**src/rtl/method_sequencer.sv**
```systemverilog
// Calls up to N req/busy method units one at a time in ascending index order,
// skipping masked-off units, with a per-unit watchdog and a run cycle counter.
module method_sequencer #(
  parameter int N       = 4,
  parameter int TIMEOUT = 1024,
  parameter int IW      = 4
) (
  input  logic          clk,
  input  logic          reset,
  input  logic          start,
  input  logic [N-1:0]  enable_mask,
  output logic [N-1:0]  unit_req,
  input  logic [N-1:0]  unit_busy,
  output logic          busy,
  output logic          done,
  output logic [N-1:0]  done_mask,
  output logic          timeout_err,
  output logic [IW-1:0] err_index,
  output logic [31:0]   cycle_count,
  output logic [2:0]    dbg_state
);

  // Unit handshake: a one-cycle unit_req pulse launches unit idx; the unit
  // answers by raising unit_busy and signals completion by dropping it.
  // Only the selected unit's busy bit is looked at.
  typedef enum logic [2:0] {
    S_IDLE, S_SELECT, S_REQ, S_WAIT_BUSY, S_WAIT_DONE, S_FINISH, S_ERROR
  } state_t;

  localparam int            TW     = $clog2(TIMEOUT);
  localparam logic [TW-1:0] T_LAST = TW'(TIMEOUT - 1);
  localparam logic [N-1:0]  ONE    = N'(1);
  localparam logic [IW-1:0] IDX_END = IW'(N);

  state_t        state;
  logic [IW-1:0] idx;
  logic [TW-1:0] timer;
  logic [N-1:0]  mask;
  logic [N-1:0]  sel;
  logic [N-1:0]  mask_sh;
  logic          busy_sel;

  assign sel       = ONE << idx;
  assign mask_sh   = mask >> idx;
  assign busy_sel  = |(unit_busy & sel);
  assign dbg_state = state;

  always_ff @(posedge clk) begin
    if (reset) begin
      state       <= S_IDLE;
      idx         <= '0;
      timer       <= '0;
      mask        <= '0;
      unit_req    <= '0;
      busy        <= 1'b0;
      done        <= 1'b0;
      done_mask   <= '0;
      timeout_err <= 1'b0;
      err_index   <= '0;
      cycle_count <= '0;
    end else begin
      unit_req <= '0;
      done     <= 1'b0;
      // The FINISH/ERROR cycle is the last counted one, so the value shown with done is final.
      if (state != S_IDLE && state != S_FINISH && state != S_ERROR &&
          cycle_count != 32'hFFFF_FFFF)
        cycle_count <= cycle_count + 32'd1;
      case (state)
        S_IDLE: begin
          if (start) begin
            mask        <= enable_mask;
            done_mask   <= '0;
            timeout_err <= 1'b0;
            err_index   <= '0;
            idx         <= '0;
            cycle_count <= 32'd1;
            busy        <= 1'b1;
            state       <= S_SELECT;
          end
        end
        S_SELECT: begin
          if (idx == IDX_END) begin
            done  <= 1'b1;
            state <= S_FINISH;
          end else if (!mask_sh[0]) begin
            idx <= idx + IW'(1);
          end else begin
            unit_req <= sel;
            state    <= S_REQ;
          end
        end
        S_REQ: begin
          timer <= '0;
          state <= S_WAIT_BUSY;
        end
        S_WAIT_BUSY: begin
          if (busy_sel) begin
            state <= S_WAIT_DONE;
          end else if (timer == T_LAST) begin
            timeout_err <= 1'b1;
            err_index   <= idx;
            done        <= 1'b1;
            state       <= S_ERROR;
          end else begin
            timer <= timer + TW'(1);
          end
        end
        S_WAIT_DONE: begin
          // Completion is checked before the watchdog so a unit finishing in the last cycle succeeds.
          if (!busy_sel) begin
            done_mask <= done_mask | sel;
            idx       <= idx + IW'(1);
            state     <= S_SELECT;
          end else if (timer == T_LAST) begin
            timeout_err <= 1'b1;
            err_index   <= idx;
            done        <= 1'b1;
            state       <= S_ERROR;
          end else begin
            timer <= timer + TW'(1);
          end
        end
        S_FINISH, S_ERROR: begin
          busy  <= 1'b0;
          state <= S_IDLE;
        end
        default: state <= S_IDLE;
      endcase
    end
  end

endmodule

```
**config.mk**
```make
export PLATFORM = sky130hd
export DESIGN_NAME = method_sequencer
export DESIGN_NICKNAME = d
export VERILOG_FILES = /design/src/rtl/method_sequencer.sv
export SDC_FILE = /design/constraint.sdc
export NUM_CORES = 1
export LEC_CHECK = 0
export CAP_MARGIN = 20
export CORE_MARGIN = 2
export CORE_UTILIZATION = 50
export CTS_CLUSTER_SIZE = 10
export DETAILED_ROUTE_END_ITERATION = 8
export MAX_ROUTING_LAYER = met4
export PLACE_DENSITY = 0.79
export SLEW_MARGIN = 20
export SYNTH_ARGS = -nofsm -noshare
export SYNTH_HDL_FRONTEND = slang
export SYNTH_SLANG_ARGS = --single-unit
```
**constraint.sdc**
```tcl
create_clock -name clk -period 3.38 [get_ports clk]
set_input_delay 0.845 -clock clk [delete_from_list [all_inputs] [get_ports clk]]
set_output_delay 0.845 -clock clk [all_outputs]
set_load 0.02 [all_outputs]
```
# Word-level counts from Yosys, hierarchy flattened
# Cells that the tools add are included.
# word_totals
ff_bits	68
out_inout_bits	50
elab_cells	95
# classes
n_addsub	3
eq_ne	18
shift	2
mux	37
n_bitwise	4
reduce_logical	20
# ops
cell	n
$mux W32	3
$add A32 B1 Y32 const B	1
$mux W4	8
$ne A32 B32 Y1 const B	1
$mux W10	3
$pmux W10 S3	1
$pmux W4 S3	2
$mux W3	6
$pmux W3 S5	1
$ne A2 B2 Y1 const B	6
$reduce_bool A3 Y1	4
$add A10 B1 Y10 const B	1
$eq A10 B10 Y1 const B	1
$eq A3 B3 Y1 const B	3
$mux W1	9
$ne A3 B3 Y1 const B	3
$pmux W4 S2	1
$reduce_or A4 Y1	2
$eq A3 B2 Y1 const B	2
$pmux W1 S3	2
$reduce_and A2 Y1	3
$reduce_and A3 Y1	2
$reduce_and A5 Y1	1
$add A4 B1 Y4 const B	1
13 further kinds	17

# Longest topological paths before layout
# Gate-level depths: netlist of the first run.
# logic_depth
depth_word	7
depth_mapped	8
mapped_depth_nobuf	7

# Worst setup path after synthesis of the first run
# Ideal clock, no wire load.
# synth_timing
kind	in2reg
startpoint	input port unit_busy[3]
endpoint	register timer[9]
setup_time_ps	73
arrival_time_ps	2441
required_ps	3307
path_slack_ps	866
stages	6
cell_sequence	mux4_2 and3_4 nor3_4 o2111ai_2 or3_1 a21oi_1
# synth_between
elab_chain_len	4
elab_cells_between_ends	5
classes_between	2 x eq/ne; 1 x bitwise; 2 x reduce/logical
# synth_lines
element	line	rtl
from (decl)	13	input logic [N-1:0] unit_busy,
$and A4 B4 Y4 *	45	assign busy_sel = |(unit_busy & sel);
$reduce_or A4 Y1 *	45	
$ne A2 B2 Y1 (no line)	--	
$reduce_and A3 Y1 (no line) *	--	
to (signal assigned)	105	timer <= timer + TW'(1);
to (signal assigned)	120	timer <= timer + TW'(1);
to (decl)	37	logic [TW-1:0] timer;
# Mark *: on every way between the ends. The rest lies on a longest branch, timed or not.
# A chain may end at the register's enable or synchronous reset.

# Worst setup path in the final report of the first run
# Ends and elaborated chain as after synthesis.

==> flow_metrics.env, run 1 <==
export IMPL_final_setup_skew_ns=0.00553
export IMPL_yosys_most_used_dff="dfxtp_1"
export IMPL_yosys_area_share_xor_xnor_pct=10.1
export IMPL_setup_violations=0
export IMPL_post_cts_resized=0
export IMPL_report_final_slew_viol_count=0
export IMPL_grt_overflow_total=0
export IMPL_synthSimpleGateAreaFrac_pct=28.1
export IMPL_die_area_um2=6920
export IMPL_rows=28
export IMPL_routabilityCongestion=0.922
export IMPL_grtUsageTotal_pct=21.6
export IMPL_clock_sinks=68
export IMPL_synth_yosys_seq_area_share_pct=43.5
export IMPL_ys_types=48
export IMPL_period_minus_slack_ns=2.59
export IMPL_power_static_leakage_nw=1.35
export IMPL_critical_path_buf_inv_count=1
export IMPL_first_pass_iters=4
export IMPL_cp_top_family="simple AND/OR/NAND/NOR gates"
export IMPL_height_of_the_die_um=83.2
export IMPL_worst_slew_margin_rel_pct=36.7
export IMPL_finish_instance_area_um2=3990
export IMPL_cts_buffers=9
export IMPL_cp_end_kind="flip-flop"
export IMPL_syn_area_um2=3130
export IMPL_synth_yosys_warnings=0
export IMPL_crit_path_top_delay_cell="mux4_2"
export IMPL_power_density_nw_per_um2=423
export IMPL_global_route_wire_length_before_repair_mm=12.0
export IMPL_worst_pin_slew_ns=0.945
export IMPL_path_cells="clkdlybuf4s50_1, mux4_2, and3_4, nor3_4, o2111ai_2, or3_1, a21oi_1"
export IMPL_drt_vias_per_instance=5.59
export IMPL_synth_compound_gate_area_share_pct=11.3
export IMPL_pin_count_of_the_biggest_net_entering_global_routing=37
export IMPL_critPathKind="in2reg"
export IMPL_post_route_drc_count=0
export IMPL_maxClockFrequency_ghz=0.386
export IMPL_multiplexer_share_of_the_synthesized_area_pct=3.04
export IMPL_antennaDiodeCount=0
export IMPL_maxCapViolCount=0
export IMPL_post_cts_setup_buffers=0
export IMPL_cts_tree="yes"
export IMPL_num_io_pins=61
export IMPL_cts_hold_buffers=0
export IMPL_clock_insertion_delay_worst_skew_ns=0.34
export IMPL_met3_wirelength_um=342
export IMPL_post_place_cells=492
export IMPL_place_hpwl_mm=4.95
export IMPL_clockBufferDepth=2
export IMPL_drt_initial_drc_count=136
export IMPL_cp_max_fo=5
export IMPL_placedInstanceArea_um2=3800
export IMPL_dominant_combinational_cell_family_by_area_after_synthesis="simple AND/OR/NAND/NOR gates"
export IMPL_final_hold_slack_ns=0.471
export IMPL_synth_edf_count=0
export IMPL_placeableCoreArea_um2=5990
export IMPL_initial_utilization_pct=52.3
export IMPL_syn_area_per_cell_um2=8.56
export IMPL_port_buffer_count=60
export IMPL_rsz0062_at_grt="false"
export IMPL_worstHoldPathType="reg2reg"
export IMPL_clk_transition_reported_paths_ns=0.07
export IMPL_drive_above_1_share_pct=6.02
export IMPL_status="completed"
export IMPL_finalSetupTns_ns=0
export IMPL_ctsHtreeMaxLevel=3
export IMPL_timing_final_hold_violations=0
export IMPL_layout_nets=443
export IMPL_route_layer_met1_wl_mm=3.30
export IMPL_post_synthesis_sequential_element_count=68
export IMPL_synth_largest_area_cell="dfxtp_1"
export IMPL_route_vias_total=2832
export IMPL_met2_length_mm=3.28
export IMPL_share_of_flip_flops_with_an_asynchronous_set_or_reset_pct=0
export IMPL_start_kind="input pin"
export IMPL_final_cells=507
export IMPL_fp_dieW_um=83.2
export IMPL_mapped_cells=366
export IMPL_antenna_found_initial=0
export IMPL_cp_required_ns=3.65
export IMPL_drt_wirelength_mm=7.04
export IMPL_synth_adder_area_share_pct=1.60
export IMPL_fill_cells=501
export IMPL_detail_route_antenna_nets=0
export IMPL_number_of_global_route_vias_before_repair=2621
export IMPL_post_synthesis_net_count=381
export IMPL_worst_ep_arrival_time_ns=2.86
export IMPL_clock_tree_root_cell="clkbuf_8"
export IMPL_post_synth_main_area_contributors="dfxtp_1, xor2_1, nor2_1, nand3_1, a21oi_1"
export IMPL_route_detailed_wl_per_inst_um=13.9
export IMPL_area_growth_synth_to_final_pct=27.2
export IMPL_max_stage_delay_ns=0.52
export IMPL_yosys_area_top_type_share_pct=43.5
export IMPL_finish_utilization_pct=66.5
export IMPL_dr_max_layer_used="met4"
export IMPL_period_share_pct=76.7
export IMPL_vdd_ir_drop_max_uv=293
registers in the layout (all words and copies together), names as in the netlist:
signal and count:
done_mask 4, unit_req 4, err_index 4, cycle_count 32
mask 4, dbg_state 3, timer 10, timeout_err 1
done 1, busy 1, idx 4
metal layers:
layer | track usage (%) | up-vias
li1 | - | 1433
met4 | 8.20 | 0
met2 | 34.2 | 65
met3 | 5.27 | 9
met1 | 26.6 | 1325
met5 | - | -
synth_stat cells (3+ instances only):
cell        n
a31oi_1     6
a211oi_1    3
o2111ai_1   3
mux2i_1     5
and3_1      5
nand4_1    14
and2_1      3
clkbuf_1    8
nor2_1     63
nor3_1      5
xor2_1     31
xnor2_1     5
a21oi_1    20
and4_1      5
dfxtp_1    68
inv_1       8
or3_1      10
nor4_1      5
nand3_1    23
nand2_1    26
o21ai_0    13
ha_1        4
tightest hold or removal path, cell delays in order (launching register included):
cell and delay [ns]:
dfxtp_1 0.31, nand3_1 0.06, a21oi_1 0.06
metrics by stage:
step	worst slack [ns]	total power [W]
after floorplan	0.866	0.000994
after global placement	0.487	0.00106
after detailed placement	0.425	0.00106
after CTS	0.787	0.00169
after global routing	0.690	0.00175
final	0.786	0.00168
placed cells by master (no fill, tap or decap), types with 13 or more instances in the layout:
master	n
xor2_1	31
nand3_1	23
o21ai_0	13
clkdlybuf4s50_1	60
nor2_1	63
nand4_1	14
a21oi_1	20
nand2_1	26
dfxtp_1	68
path summary, 6_finish.rpt:
kind / from / end / slack, ns / cells after the start
worst max-delay path: unit_busy[3] / timer[9]$_SDFFE_PP0P_ / 0.79 / 7
worst min-delay path: err_index[1]$_SDFFE_PP0P_ / err_index[1]$_SDFFE_PP0P_ / 0.47 / 2
worst max register to register: idx[0]$_SDFFE_PP0P_ / idx[1]$_SDFFE_PP0P_ / 0.93 / 5
worst min register to register: err_index[1]$_SDFFE_PP0P_ / err_index[1]$_SDFFE_PP0P_ / 0.47 / 2
power by group:
group          switching (W)  internal, W
logic               0.000113    0.0000843
clock network       0.000284     0.000357
registers          0.0000267     0.000820
total               0.000424      0.00126
kinds of logic after synthesis:
| kind of cell | after synthesis |
|---|---|
| mux | 7 |
| buf+inv | 20 |
| flops | 68 |
| simple gates | 174 |
| fa+ha+maj | 4 |
| xor+xnor | 36 |
| compound gates | 57 |
final cells by class:
class	instances	area [um^2]	share of cell area, %
inverter	8	30.0	0.753
clock inverter	2	35.0	0.879
tap	75	93.8	2.35
sequential	68	1360	34.1
multi-input combinational	278	1690	42.5
clock buffer	13	149	3.74
timing repair buffer	63	623	15.6
(Power assumes the default switching activity.)
==> run 2: changes to the inputs <==
--- a/config.mk
+++ b/config.mk
@@ -7,11 +7,11 @@
 export LEC_CHECK = 0
 export CAP_MARGIN = 20
 export CORE_MARGIN = 2
-export CORE_UTILIZATION = 50
+export CORE_UTILIZATION = 46
 export CTS_CLUSTER_SIZE = 10
 export DETAILED_ROUTE_END_ITERATION = 8
 export MAX_ROUTING_LAYER = met4
-export PLACE_DENSITY = 0.79
+export PLACE_DENSITY = 0.77
 export SLEW_MARGIN = 20
 export SYNTH_ARGS = -nofsm -noshare
 export SYNTH_HDL_FRONTEND = slang
==> constraint.sdc (replaced) <==
create_clock -name clk -period 2.15 [get_ports clk]
set_input_delay 0.5375 -clock clk [delete_from_list [all_inputs] [get_ports clk]]
set_output_delay 0.5375 -clock clk [all_outputs]
set_load 0.02 [all_outputs]
==> run 2 against run 1 <==
Effect of this change:
- worst hold slack worse by 0.0032 ns
- critical path depth increased by 2
- clock skew increased by 0.0043 ns
- via count grew 3.7%
- combinational power grew 95%
- cell count grew 7.1%
- critical path type unchanged
- design area increased by 6.9%
- critical endpoint is now timer[5]$_SDFFE_PP0P_
- routed wire length is 6.0% higher
- non-clock buffer count up 30
==> flow_metrics.env, run 2 (same netlist as run 1, synthesis figures left out) <==
export IMPL_height_of_the_die_um=86.5
export IMPL_maxCapViolCount=0
export IMPL_footprint_of_the_multi_input_gates_um2=1740
export IMPL_use_met2_pct=34.1
export IMPL_rows=30
export IMPL_final_cell_mix="dfxtp_1, nor2_1, clkdlybuf4s50_1"
export IMPL_clk_transition_reported_paths_ns=0.07
export IMPL_crit_path_top_delay_cell="mux4_2"
export IMPL_combPwrFrac_pct=14.8
export IMPL_path_cells="dlygate4sd2_1, mux4_2, buf_4, nand4_1, nor2_2, o2111ai_2, buf_4, xor2_2, nor2_1"
export IMPL_pin_count_of_the_biggest_net_entering_global_routing=37
export IMPL_route_vias_total=2936
export IMPL_final_setup_skew_ns=0.00978
export IMPL_worst_ep_arrival_time_ns=2.27
export IMPL_start_kind="input pin"
export IMPL_placeableCoreArea_um2=6680
export IMPL_critical_path_buf_inv_count=3
export IMPL_setup_violations=0
export IMPL_die_area_um2=7490
export IMPL_drt_initial_drc_count=144
export IMPL_number_of_global_route_vias_before_repair=2758
export IMPL_layout_nets=473
export IMPL_grt_met1_usage_pct=27.4
export IMPL_drt_wirelength_mm=7.46
export IMPL_cp_required_ns=2.34
export IMPL_cp_end_kind="flip-flop"
export IMPL_switch_pwr_w=0.000699
export IMPL_final_hold_slack_ns=0.468
export IMPL_clockBufferDepth=2
export IMPL_top_reg_by_flops="cycle_count"
export IMPL_maxClockFrequency_ghz=0.482
export IMPL_fp_dieW_um=86.5
export IMPL_cts_tree="yes"
export IMPL_period_share_pct=96.5
export IMPL_detail_route_antenna_nets=0
export IMPL_route_detailed_wl_per_inst_um=13.7
export IMPL_grt_overflow_total=0
export IMPL_period_minus_slack_ns=2.07
export IMPL_ctsHtreeMaxLevel=3
export IMPL_post_route_drc_count=0
export IMPL_busiest_layer="met2"
export IMPL_worst_slew_margin_rel_pct=53.8
export IMPL_critPathKind="in2reg"
export IMPL_worstHoldPathType="reg2reg"
export IMPL_antennaDiodeCount=0
export IMPL_worst_pin_slew_ns=0.692
export IMPL_drt_vias_per_instance=5.41
export IMPL_power_static_leakage_nw=1.53
export IMPL_power_density_nw_per_um2=612
export IMPL_first_pass_iters=4
export IMPL_grt_util_met3_pct=3.52
export IMPL_sequential_cell_area_um2=1360
export IMPL_cp_max_fo=6
export IMPL_max_stage_delay_ns=0.49
export IMPL_rsz0062_at_grt="false"
export IMPL_biggestRegsByFlops="cycle_count: 32 flops, timer: 10 flops"
export IMPL_clock_tree_root_cell="clkbuf_8"
export IMPL_area_growth_synth_to_final_pct=36.0
export IMPL_fill_cells=570
export IMPL_initial_utilization_pct=46.9
export IMPL_critPathMostFrequentCell="buf_4"
export IMPL_port_buffer_count=60
export IMPL_grtUsageTotal_pct=21.3
export IMPL_drive_above_1_share_pct=14.7
export IMPL_power_sequential_fraction_pct=50.4
export IMPL_switching_share_pct=26.8
export IMPL_cp_top_family="buffers and inverters"
export IMPL_design_power_total_w=0.00261
export IMPL_finish_utilization_pct=63.8
export IMPL_number_of_flip_flops_under_the_largest_register_name=32
export IMPL_num_io_pins=61
export IMPL_layout_commonest_cell="dfxtp_1"
export IMPL_global_route_wire_length_before_repair_mm=12.5
export IMPL_clock_insertion_delay_worst_skew_ns=0.33
export IMPL_vdd_ir_drop_max_uv=423
export IMPL_timing_final_hold_violations=0
export IMPL_status="completed"
export IMPL_routabilityCongestion=0.888
export IMPL_power_clock_fraction_pct=34.8
export IMPL_antenna_found_initial=0
export IMPL_report_final_slew_viol_count=0
export IMPL_clock_sinks=68
export IMPL_cts_buffers=9
export IMPL_place_hpwl_mm=5.46
export IMPL_internal_power_of_the_cells_w=0.00191
-- run 2: cell types whose count changed in the layout (fill, tap and decap cells not counted), moves of 2 or more --
cell and change:
dlygate4sd2_1 +4, clkdlybuf4s50_1 -4, clkinv_2 +3, buf_4 +29, dfxtp_2 +2, clkbuf_1 -2
dfxtp_1 -2
-- run 2: path summary, 6_finish.rpt --
check                              from                     to  slack [ns]  depth (start not counted)
setup reg to reg    idx[0]$_SDFFE_PP0P_    idx[2]$_SDFFE_PP0P_        0.12                          7
hold reg to reg   timer[1]$_SDFFE_PP0P_  timer[1]$_SDFFE_PP0P_        0.47                          2
setup / recovery           unit_busy[3]  timer[5]$_SDFFE_PP0P_        0.08                          9
hold / removal    timer[1]$_SDFFE_PP0P_  timer[1]$_SDFFE_PP0P_        0.47                          2
-- run 2: area by class of cell --
cell class | instances | share of cell area [%]
Clock buffer | 11 | 3.32
Clock inverter | 5 | 0.646
Inverter | 8 | 0.705
Multi-Input combinational cell | 278 | 40.9
Sequential cell | 68 | 32.0
Tap cell | 80 | 2.35
Timing Repair Buffer | 93 | 20.1
-- run 2: layer usage --
| layer | vias up | wire [um] |
|---|---|---|
| li1 | 1490 | - |
| met1 | 1363 | 3550 |
| met2 | 74 | 3540 |
| met3 | 9 | 276 |
| met4 | 0 | 106 |
| met5 | - | 0 |
-- run 2: power groups by stage --
stage	registers [W]	logic [W]	clock network [W]
4_1_cts	0.00131	0.000381	0.000929
6_report	0.00131	0.000386	0.000906
2_1_floorplan	0.00136	0.000205	0
5_1_grt	0.00132	0.000424	0.000992
3_3_place_gp	0.00134	0.000368	0
3_5_place_dp	0.00134	0.000376	0
-- run 2: worst register-to-register path, delay by kind of cell (launching register included) --
| kind | cells | cell delay, ns |
|---|---|---|
| buffers and inverters | 1 | 0.17 |
| muxes | 1 | 0.56 |
| DFF | 1 | 0.38 |
| and+or+nand+nor | 2 | 0.23 |
| AOI/OAI and AO/OA | 3 | 0.63 |
-- run 2: timing repair --
action                     CTS  global route
hold buffers                 0             0
buffers inserted             2             1
gates resized for setup      6             8
setup endpoints to repair    7            18
pin swaps                    6             1
-- run 2: through the flow --
stage	std cells	setup slack [ns]	instance area, um^2	TNS (ns)
after floorplan	366	-0.0563	3130	-0.0748
after detailed placement	524	-0.467	4020	-7.35
after global placement	524	-0.406	4020	-6.74
after global routing	543	0.00158	4260	0
final	543	0.0756	4260	0
after CTS	542	0.0569	4210	0
